===== src/rtl/apb_pkg.sv =====
// APB shared definitions: bus widths, requester FSM states and
// response flag bit positions, used by the initiator and the APB targets.
package apb_pkg;

    localparam int APB_ADDR_W = 32;
    localparam int APB_DATA_W = 32;

    // Requester transfer phases.
    typedef enum logic [1:0] {
        IDLE   = 2'd0,
        SETUP  = 2'd1,
        ACCESS = 2'd2,
        RESP   = 2'd3
    } apb_state_t;

    // Bit positions inside the packed response flag vector.
    localparam int RSP_ERR_BIT = 0;
    localparam int RSP_TO_BIT  = 1;
    localparam int RSP_FLAGS_W = 2;

endpackage


===== src/rtl/apb_wait_timer.sv =====
// Bounded wait counter for the APB ACCESS phase.
// Ports: CLK, RESETn (sync, active-low), clr, en, expired.
module apb_wait_timer #(
    parameter int LIMIT = 256
) (
    input  logic CLK,
    input  logic RESETn,
    input  logic clr,
    input  logic en,
    output logic expired
);

    localparam int W = (LIMIT < 1) ? 1 : $clog2(LIMIT + 1);

    // With LIMIT = 0 the counter only saturates; expired never fires.
    localparam logic [W-1:0] LAST =
        (LIMIT == 0) ? {W{1'b1}} : W'(LIMIT - 1);

    logic [W-1:0] cnt;
    logic         at_last;

    assign at_last = (cnt == LAST);
    assign expired = (LIMIT != 0) && en && at_last;

    always_ff @(posedge CLK) begin
        if (!RESETn) begin
            cnt <= '0;
        end else if (clr) begin
            cnt <= '0;
        end else if (en && !at_last) begin
            cnt <= cnt + 1'b1;
        end
    end

endmodule


===== src/rtl/apb_initiator.sv =====
// APB3 requester: one command stream transfer -> one APB transfer -> one response.
// Ports: CLK, RESETn; CMD_* command stream; RSP_* response stream; P* APB bus.
module apb_initiator
    import apb_pkg::*;
#(
    parameter int ADDR_W  = APB_ADDR_W,
    parameter int DATA_W  = APB_DATA_W,
    parameter int TIMEOUT = 256
) (
    input  logic              CLK,
    input  logic              RESETn,
    input  logic              CMD_VALID,
    output logic              CMD_READY,
    input  logic              CMD_WRITE,
    input  logic [ADDR_W-1:0] CMD_ADDR,
    input  logic [DATA_W-1:0] CMD_WDATA,
    output logic              RSP_VALID,
    input  logic              RSP_READY,
    output logic [DATA_W-1:0] RSP_RDATA,
    output logic              RSP_ERR,
    output logic              RSP_TIMEOUT,
    output logic [ADDR_W-1:0] PADDR,
    output logic              PSEL,
    output logic              PENABLE,
    output logic              PWRITE,
    output logic [DATA_W-1:0] PWDATA,
    input  logic              PREADY,
    input  logic              PSLVERR,
    input  logic [DATA_W-1:0] PRDATA
);

    apb_state_t             state;
    logic [RSP_FLAGS_W-1:0] rsp_flags;
    logic                   cmd_hs;
    logic                   tmr_en;
    logic                   tmr_expired;

    assign cmd_hs      = (state == IDLE) && CMD_VALID && CMD_READY;
    assign tmr_en      = (state == ACCESS) && !PREADY;
    assign RSP_ERR     = rsp_flags[RSP_ERR_BIT];
    assign RSP_TIMEOUT = rsp_flags[RSP_TO_BIT];

    apb_wait_timer #(
        .LIMIT (TIMEOUT)
    ) u_timer (
        .CLK     (CLK),
        .RESETn  (RESETn),
        .clr     (cmd_hs),
        .en      (tmr_en),
        .expired (tmr_expired)
    );

    // PADDR/PWRITE/PWDATA double as the captured command registers.
    always_ff @(posedge CLK) begin
        if (!RESETn) begin
            state     <= IDLE;
            CMD_READY <= 1'b1;
            RSP_VALID <= 1'b0;
            RSP_RDATA <= '0;
            rsp_flags <= '0;
            PADDR     <= '0;
            PSEL      <= 1'b0;
            PENABLE   <= 1'b0;
            PWRITE    <= 1'b0;
            PWDATA    <= '0;
        end else begin
            unique case (state)
                IDLE: begin
                    if (cmd_hs) begin
                        CMD_READY <= 1'b0;
                        PSEL      <= 1'b1;
                        PADDR     <= CMD_ADDR;
                        PWRITE    <= CMD_WRITE;
                        PWDATA    <= CMD_WRITE ? CMD_WDATA : '0;
                        state     <= SETUP;
                    end
                end
                SETUP: begin
                    PENABLE <= 1'b1;
                    state   <= ACCESS;
                end
                ACCESS: begin
                    // PREADY on the last allowed cycle beats the timeout.
                    if (PREADY || tmr_expired) begin
                        PSEL      <= 1'b0;
                        PENABLE   <= 1'b0;
                        PADDR     <= '0;
                        PWRITE    <= 1'b0;
                        PWDATA    <= '0;
                        RSP_VALID <= 1'b1;
                        state     <= RESP;
                        if (PREADY) begin
                            rsp_flags[RSP_ERR_BIT] <= PSLVERR;
                            rsp_flags[RSP_TO_BIT]  <= 1'b0;
                            RSP_RDATA <= (!PWRITE && !PSLVERR)
                                         ? PRDATA : '0;
                        end else begin
                            rsp_flags[RSP_ERR_BIT] <= 1'b1;
                            rsp_flags[RSP_TO_BIT]  <= 1'b1;
                            RSP_RDATA <= '0;
                        end
                    end
                end
                RESP: begin
                    if (RSP_READY) begin
                        RSP_VALID <= 1'b0;
                        RSP_RDATA <= '0;
                        rsp_flags <= '0;
                        CMD_READY <= 1'b1;
                        state     <= IDLE;
                    end
                end
            endcase
        end
    end

endmodule


===== config.mk =====
export PLATFORM = sky130hd
export DESIGN_NAME = apb_initiator
export DESIGN_NICKNAME = d
export VERILOG_FILES = /design/src/rtl/apb_pkg.sv /design/src/rtl/apb_wait_timer.sv /design/src/rtl/apb_initiator.sv
export SDC_FILE = /design/constraint.sdc
export NUM_CORES = 1
export LEC_CHECK = 0
export ABC_AREA = 1
export CORE_MARGIN = 2
export CORE_UTILIZATION = 38
export CTS_CLUSTER_DIAMETER = 30
export DETAILED_ROUTE_END_ITERATION = 16
export GPL_ROUTABILITY_DRIVEN = 0
export HOLD_SLACK_MARGIN = 0.1
export PLACE_DENSITY = 0.77
export SYNTH_ARGS = -nofsm -noshare
export SYNTH_HDL_FRONTEND = slang
export SYNTH_SLANG_ARGS = --single-unit

===== constraint.sdc =====
create_clock -name CLK -period 2 [get_ports CLK]
set_clock_uncertainty 0.15 [all_clocks]
set_input_delay 0.3 -clock CLK [delete_from_list [all_inputs] [get_ports CLK]]
set_output_delay 0.3 -clock CLK [all_outputs]
set_load 0.02 [all_outputs]

==> results of run 1 <==
-- final cells by class --
cell class              count  share of cell area, %
clock buffers              20                   5.88
flip-flops and latches    114                   29.4
repair buffers            235                   31.9
clock inverters            11                   2.37
inverters                  22                   1.14
well taps                 147                   2.37
multi-input cells         443                   26.9
-- power groups by stage --
stage	registers [mW]	clock network [mW]	logic (mW)
6_report	2.76	3.27	3.87
5_1_grt	2.79	3.41	4.15
4_1_cts	2.75	3.31	3.37
3_5_place_dp	2.79	0	3.12
3_3_place_gp	2.77	0	3.06
2_1_floorplan	3.10	0	1.60
-- what timing repair did --
| action | CTS | global route |
|---|---|---|
| setup buffers | 6 | 1 |
| pin swaps | 0 | 1 |
| setup endpoints to repair | 31 | 111 |
| gates resized for setup | 11 | 22 |
| endpoints found under the hold margin | 0 | 0 |
| gates cloned | 2 | 5 |
-- through the flow --
stage / power (mW) / hold WS [ns]
2_1_floorplan: 4.70 / 0.234
3_3_place_gp: 5.83 / 0.284
3_5_place_dp: 5.91 / 0.290
4_1_cts: 9.42 / 0.297
5_1_grt: 10.4 / 0.295
6_report: 9.90 / 0.299
-- critical path: stages, from the launching register on --
cell and delay [ns]:
dfxtp_2 0.35, ha_4 0.15, nand2_2 0.06, nor3_2 0.14, nand2_1 0.08, nor2_2 0.09
ha_2 0.19, inv_2 0.04, nand3_4 0.08, nand3_4 0.11, buf_6 0.16, clkbuf_16 0.16
nand2_1 0.07, a21oi_1 0.07
-- worst min-delay path by stage --
stage,start,endpoint,depth (start not counted)
after floorplan,RESETn,CMD_READY$_SDFFE_PN1P_,1
after global placement,u_timer.cnt[4]$_SDFFE_PP0P_,u_timer.cnt[4]$_SDFFE_PP0P_,2
after detailed placement,u_timer.cnt[4]$_SDFFE_PP0P_,u_timer.cnt[4]$_SDFFE_PP0P_,2
after CTS,CMD_ADDR[17],PADDR[17]$_SDFFE_PN0P_,3
after global routing,CMD_ADDR[16],PADDR[16]$_SDFFE_PN0P_,3
final,u_timer.cnt[4]$_SDFFE_PP0P_,u_timer.cnt[4]$_SDFFE_PP0P_,2
-- kinds of logic (layout without fill, tap and decap cells) --
family,after synthesis,after routing
flip-flops,114,114
AND/OR/NAND/NOR,323,323
AO/OA/AOI/OAI,115,115
buffers and inverters,68,288
adder cells (fa/ha/maj),5,5
-- layout by cell type (no fill, tap or decap), drive strengths merged --
master / n
a21oi: 111
buf: 26
bufinv: 5
clkbuf: 24
clkdlybuf4s50: 205
clkinv: 7
dfxtp: 114
ha: 5
inv: 21
nand2: 198
nand3: 73
nand3b: 1
nand4: 2
nor2: 46
nor3: 2
nor3b: 1
o21ai: 4
-- state kept, by name, indices dropped and copies added, names as in the netlist --
| name | flops |
|---|---|
| PADDR | 32 |
| PWDATA | 32 |
| RSP_RDATA | 32 |
| u_timer.cnt | 9 |
| rsp_flags | 2 |
| state | 2 |
| CMD_READY | 1 |
| PENABLE | 1 |
| PSEL | 1 |
| PWRITE | 1 |
| RSP_VALID | 1 |
-- layer usage --
| metal | GRT usage [%] | vias up | part of all wire, % |
|---|---|---|---|
| met5 | 0 | - | 0 |
| met4 | 9.02 | 0 | 3.0 |
| met3 | 5.84 | 35 | 6.2 |
| met2 | 38.1 | 208 | 50 |
| met1 | 25.2 | 2283 | 41 |
| li1 | - | 2451 | - |
==> qor.yml, run 1 <==
worst_slack_ns: -0.0376
grt_use_total_pct: 21.8
portBuffers: 205
worstMarginPinSlew_ns: 0.437
avgSynthCellArea_um2: 7.33
grt_pass1_wl_um: 22700
grt_pass1_vias: 4853
ctsHoldBuffers: 0
cts_sinks: 114
r2r-end: "RSP_VALID$_SDFFE_PN0P_"
async_flop_share_pct: 0
synthMostInstantiatedCell: "nand2_1"
endpoint: "RSP_VALID$_SDFFE_PN0P_"
drt-total-wl_um: 15300
finalHoldViolCount: 0
vias_per_cell: 5.02
synth-simple-area-share_pct: 29.4
synth_top_family_by_area: "simple AND/OR/NAND/NOR gates"
timing.rr.start: "u_timer.cnt[0]$_SDFFE_PP0P_"
die_y_um: 114
start_util_pct: 38.6
dp_hpwl_um: 9540
synthTopCellsByArea: "dfxtp_1 (50%), nand2_1 (16%), a21oi_1 (12%)"
drt_iter0_markers: 310
drive_gt1_share_pct: 11.2
dr.pass1.iters: 5
fill_cells: 938
drcViolationCount: 0
synth_commonest_cells: "nand2_1 (198), dfxtp_1 (114), a21oi_1 (111), nand3_1 (71), nor2_1 (46)"
final_util_pct: 65.5
power_frac_comb_pct: 39.1
slew_headroom_pct: 70.7
boundaryPins: 206
final_nets: 941
multi_input_area_um2: 2090
ys_seq_area_share_pct: 49.8
synth-compound-area-share_pct: 12.6
crit_type: "reg -> reg"
start_kind: "flip-flop"
rsz0062_at_grt: "true"
switchingPower_mw: 3.32
max_clock_freq_mhz: 491
antenna_left: 0
layout.area.seq_um2: 2280
synthAdderAreaFrac_pct: 1.37
syn_inst: 625
core_um2: 11900
cp_max_fo: 9
status: "finished with violations"
synth_nets: 733
synth_edf_count: 0
yosys.area.top_type_share_pct: 49.8
dieArea_um2: 12900
dp_cells: 948
rows: 40
die_w_um: 114
grt.overflow.total: 0
ff2ff_path_depth: 13
path_clk_slew_ns: 0.05
synthXorXnorAreaFrac_pct: 0
fin_crit_sh_pct: 102
period_needed_ns: 2.04
synth.distinct_cells: 20
cts_tree: "built"
p_sw_share_pct: 33.5
root_buffer: "clkbuf_16"
clk_latency_ns: 0.40
critPathLaunch: "u_timer.cnt[0]$_SDFFE_PP0P_"
yosys_warnings: 0
internal_power_mw: 6.58
fin_area_um2: 7770
syn-cell-area_um2: 4580
vias: 4977
drv_cap: 0
numCtsBuffers: 17
holdCritPathClass: "reg -> reg"
powerDensity_nw_per_um2: 1270
p_leak_nw: 2.87
clkPwrFrac_pct: 33.0
pwr-share-seq_pct: 27.9
grt_start_max_net_pins: 62
muxShareOfSynthArea_pct: 0
antenna_found_initial: 0
synth-seq-cells: 114
ff2ff_setup_slack_ns: -0.04
cts_max_level: 4
cp.arrival_ns: 2.16
ir_drop_mv: 0.619
finalMaxSlewViolations: 0
setup_viol_count_final: 12
violations: "negative setup slack"
synth_top_area_cell: "dfxtp_1"
area_delta_synth_final_pct: 69.7
synth-main-ff-cell: "dfxtp_1"
critical_path_required_ns: 2.12
n_antenna_cell: 0
tns_ns: -0.185
clockBufferDepth: 2
critPathCaptureType: "flip-flop"
wl_per_cell_um: 15.4
place_area_um2: 6820
finalNonFillerCells: 992
dp_slack_ns: -0.0297
Power figures use the tool's default switching activity.
==> run 2, diff against run 1 <==
--- a/config.mk
+++ b/config.mk
@@ -7,12 +7,12 @@
 export LEC_CHECK = 0
 export ABC_AREA = 1
 export CORE_MARGIN = 2
-export CORE_UTILIZATION = 38
+export CORE_UTILIZATION = 41
 export CTS_CLUSTER_DIAMETER = 30
 export DETAILED_ROUTE_END_ITERATION = 16
 export GPL_ROUTABILITY_DRIVEN = 0
 export HOLD_SLACK_MARGIN = 0.1
-export PLACE_DENSITY = 0.77
+export PLACE_DENSITY = 0.79
 export SYNTH_ARGS = -nofsm -noshare
 export SYNTH_HDL_FRONTEND = slang
 export SYNTH_SLANG_ARGS = --single-unit
==> constraint.sdc (replaced) <==
create_clock -name CLK -period 2.1 [get_ports CLK]
set_clock_uncertainty 0.15 [all_clocks]
set_input_delay 0.315 -clock CLK [delete_from_list [all_inputs] [get_ports CLK]]
set_output_delay 0.315 -clock CLK [all_outputs]
set_load 0.02 [all_outputs]
==> run 2 against run 1 <==
Compared with the run above:
- the flow now finishes without violations
- total power shrank 2.8%
- via count is essentially flat
- die area shrank 7.1%
- largest power group unchanged
==> qor.yml, run 2 (synthesis results as in run 1) <==
status: "finished clean"
wl_met2_um: 7610
rsz0062_at_grt: "true"
wl_met1_um: 6200
r2r-end: "PADDR[17]$_SDFFE_PN0P_"
top_regs: "PADDR x32, PWDATA x32, RSP_RDATA x32"
fin_crit_sh_pct: 99.6
grt_start_max_net_pins: 81
drt-total-wl_um: 15400
critPathCaptureType: "flip-flop"
grt_use_total_pct: 22.7
clk_latency_ns: 0.52
layout_commonest_cell: "clkdlybuf4s50_1"
n_antenna_cell: 0
boundaryPins: 206
final_nets: 939
antenna_found_initial: 0
dp_slack_ns: -0.0156
drive_gt1_share_pct: 12.7
numCtsBuffers: 17
vias_per_cell: 5.06
ff2ff_path_depth: 12
setup_viol_count_final: 0
worst_slack_ns: 0.00927
hold_path_end: "PADDR[6]$_SDFFE_PN0P_"
timing.rr.start: "u_timer.cnt[1]$_SDFFE_PP0P_"
drv_cap: 0
finalNonFillerCells: 984
clockBufferDepth: 2
final_util_pct: 71.6
dieArea_um2: 12000
drcViolationCount: 0
holdCritPathClass: "in -> reg"
dp_hpwl_um: 9410
grt_pass1_vias: 4668
cts_tree: "built"
die_w_um: 110
powerDensity_nw_per_um2: 1230
grt.overflow.total: 0
final_cell_mix: "clkdlybuf4s50_1 (205), nand2_1 (173), dfxtp_1 (112)"
slew_headroom_pct: 68.9
finalMaxSlewViolations: 0
top_layer: "met4"
finalHoldWorstSlack_ns: 0.210
rows: 38
ff2ff_setup_slack_ns: 0.009
ir_drop_mv: 0.664
power.total_mw: 9.62
dr_wl_met3_um: 1220
vias: 4980
portBuffers: 205
crit_type: "reg -> reg"
finalHoldViolCount: 0
whs_path_depth: 3
antenna_left: 0
wl_per_cell_um: 15.7
period_needed_ns: 2.09
path_clk_slew_ns: 0.06
cts_sinks: 114
tns_ns: 0
dp_cells: 940
core_um2: 10900
start_util_pct: 42.1
critPathLaunch: "u_timer.cnt[1]$_SDFFE_PP0P_"
critical_path_required_ns: 2.34
cts_max_level: 4
die_y_um: 110
ctsHoldBuffers: 0
place_area_um2: 6780
grt_pass1_wl_um: 21400
cp_max_fo: 4
cp.arrival_ns: 2.33
p_leak_nw: 2.92
hold_start: "CMD_ADDR[6]"
worstMarginPinSlew_ns: 0.464
start_kind: "flip-flop"
max_clock_freq_mhz: 478
fin_area_um2: 7790
root_buffer: "clkbuf_8"
area_delta_synth_final_pct: 70.2
drt_iter0_markers: 369
dr.pass1.iters: 5
run 2: cell count changes in the layout (fill, tap and decap cells not counted), moves of 2 or more:
| cell | change |
|---|---|
| clkinvlp_4 | +2 |
| nand2_4 | +8 |
| buf_16 | -2 |
| clkbuf_8 | +4 |
| inv_2 | +2 |
| buf_4 | -3 |
| nand2_2 | +4 |
| clkinv_2 | -3 |
| buf_6 | +2 |
| nand2_1 | -12 |
run 2: repair_timing:
item | CTS | global route
endpoints found under the hold margin | 0 | 0
gates resized for setup | 2 | 50
gates cloned | 0 | 10
setup buffers | 0 | 2
endpoints found under the setup margin | 35 | 108
pin swaps | 0 | 6
run 2: how the worst max path moves through the flow:
| stage | endpoint | slack [ns] | cells past startpoint |
|---|---|---|---|
| 6_report | PADDR[17]$_SDFFE_PN0P_ | 0.009 | 12 |
| 5_1_grt | PADDR[17]$_SDFFE_PN0P_ | -0.10 | 12 |
| 4_1_cts | RSP_RDATA[12]$_SDFFE_PN0P_ | 0.001 | 13 |
| 3_5_place_dp | PSEL$_SDFFE_PN0P_ | -0.02 | 12 |
| 3_3_place_gp | PSEL$_SDFFE_PN0P_ | 0.06 | 12 |
| 2_1_floorplan | RSP_RDATA[26]$_SDFFE_PN0P_ | 0.04 | 13 |
run 2: report_power, final:
part	internal (mW)	switching, mW
registers	2.46	0.188
clock network	2.08	0.976
logic	1.72	2.21
total	6.25	3.37
run 2: worst max-delay path, stage by stage (launching register included):
cell and delay, ns:
dfxtp_2 0.36, ha_4 0.16, nand2_4 0.06, nor3_4 0.14, nand2_1 0.07, nor2_1 0.12
ha_2 0.20, inv_2 0.04, nand3_4 0.10, nand3b_2 0.22, clkbuf_16 0.24, nand2_2 0.05
a21oi_1 0.06
run 2: per-layer routing:
layer	vias up	GRT usage, %
li1	2454	-
met1	2308	26.7
met2	183	37.2
met3	35	7.82
met4	0	10.4
met5	-	0
run 2: area by class of cell:
class                   count  area, um^2
multi-input cells         444        2180
repair buffers            232        2430
clock inverters             9         150
clock buffers              23         487
inverters                  22        85.1
fillers                   817        3090
flip-flops and latches    114        2280
well taps                 140         175
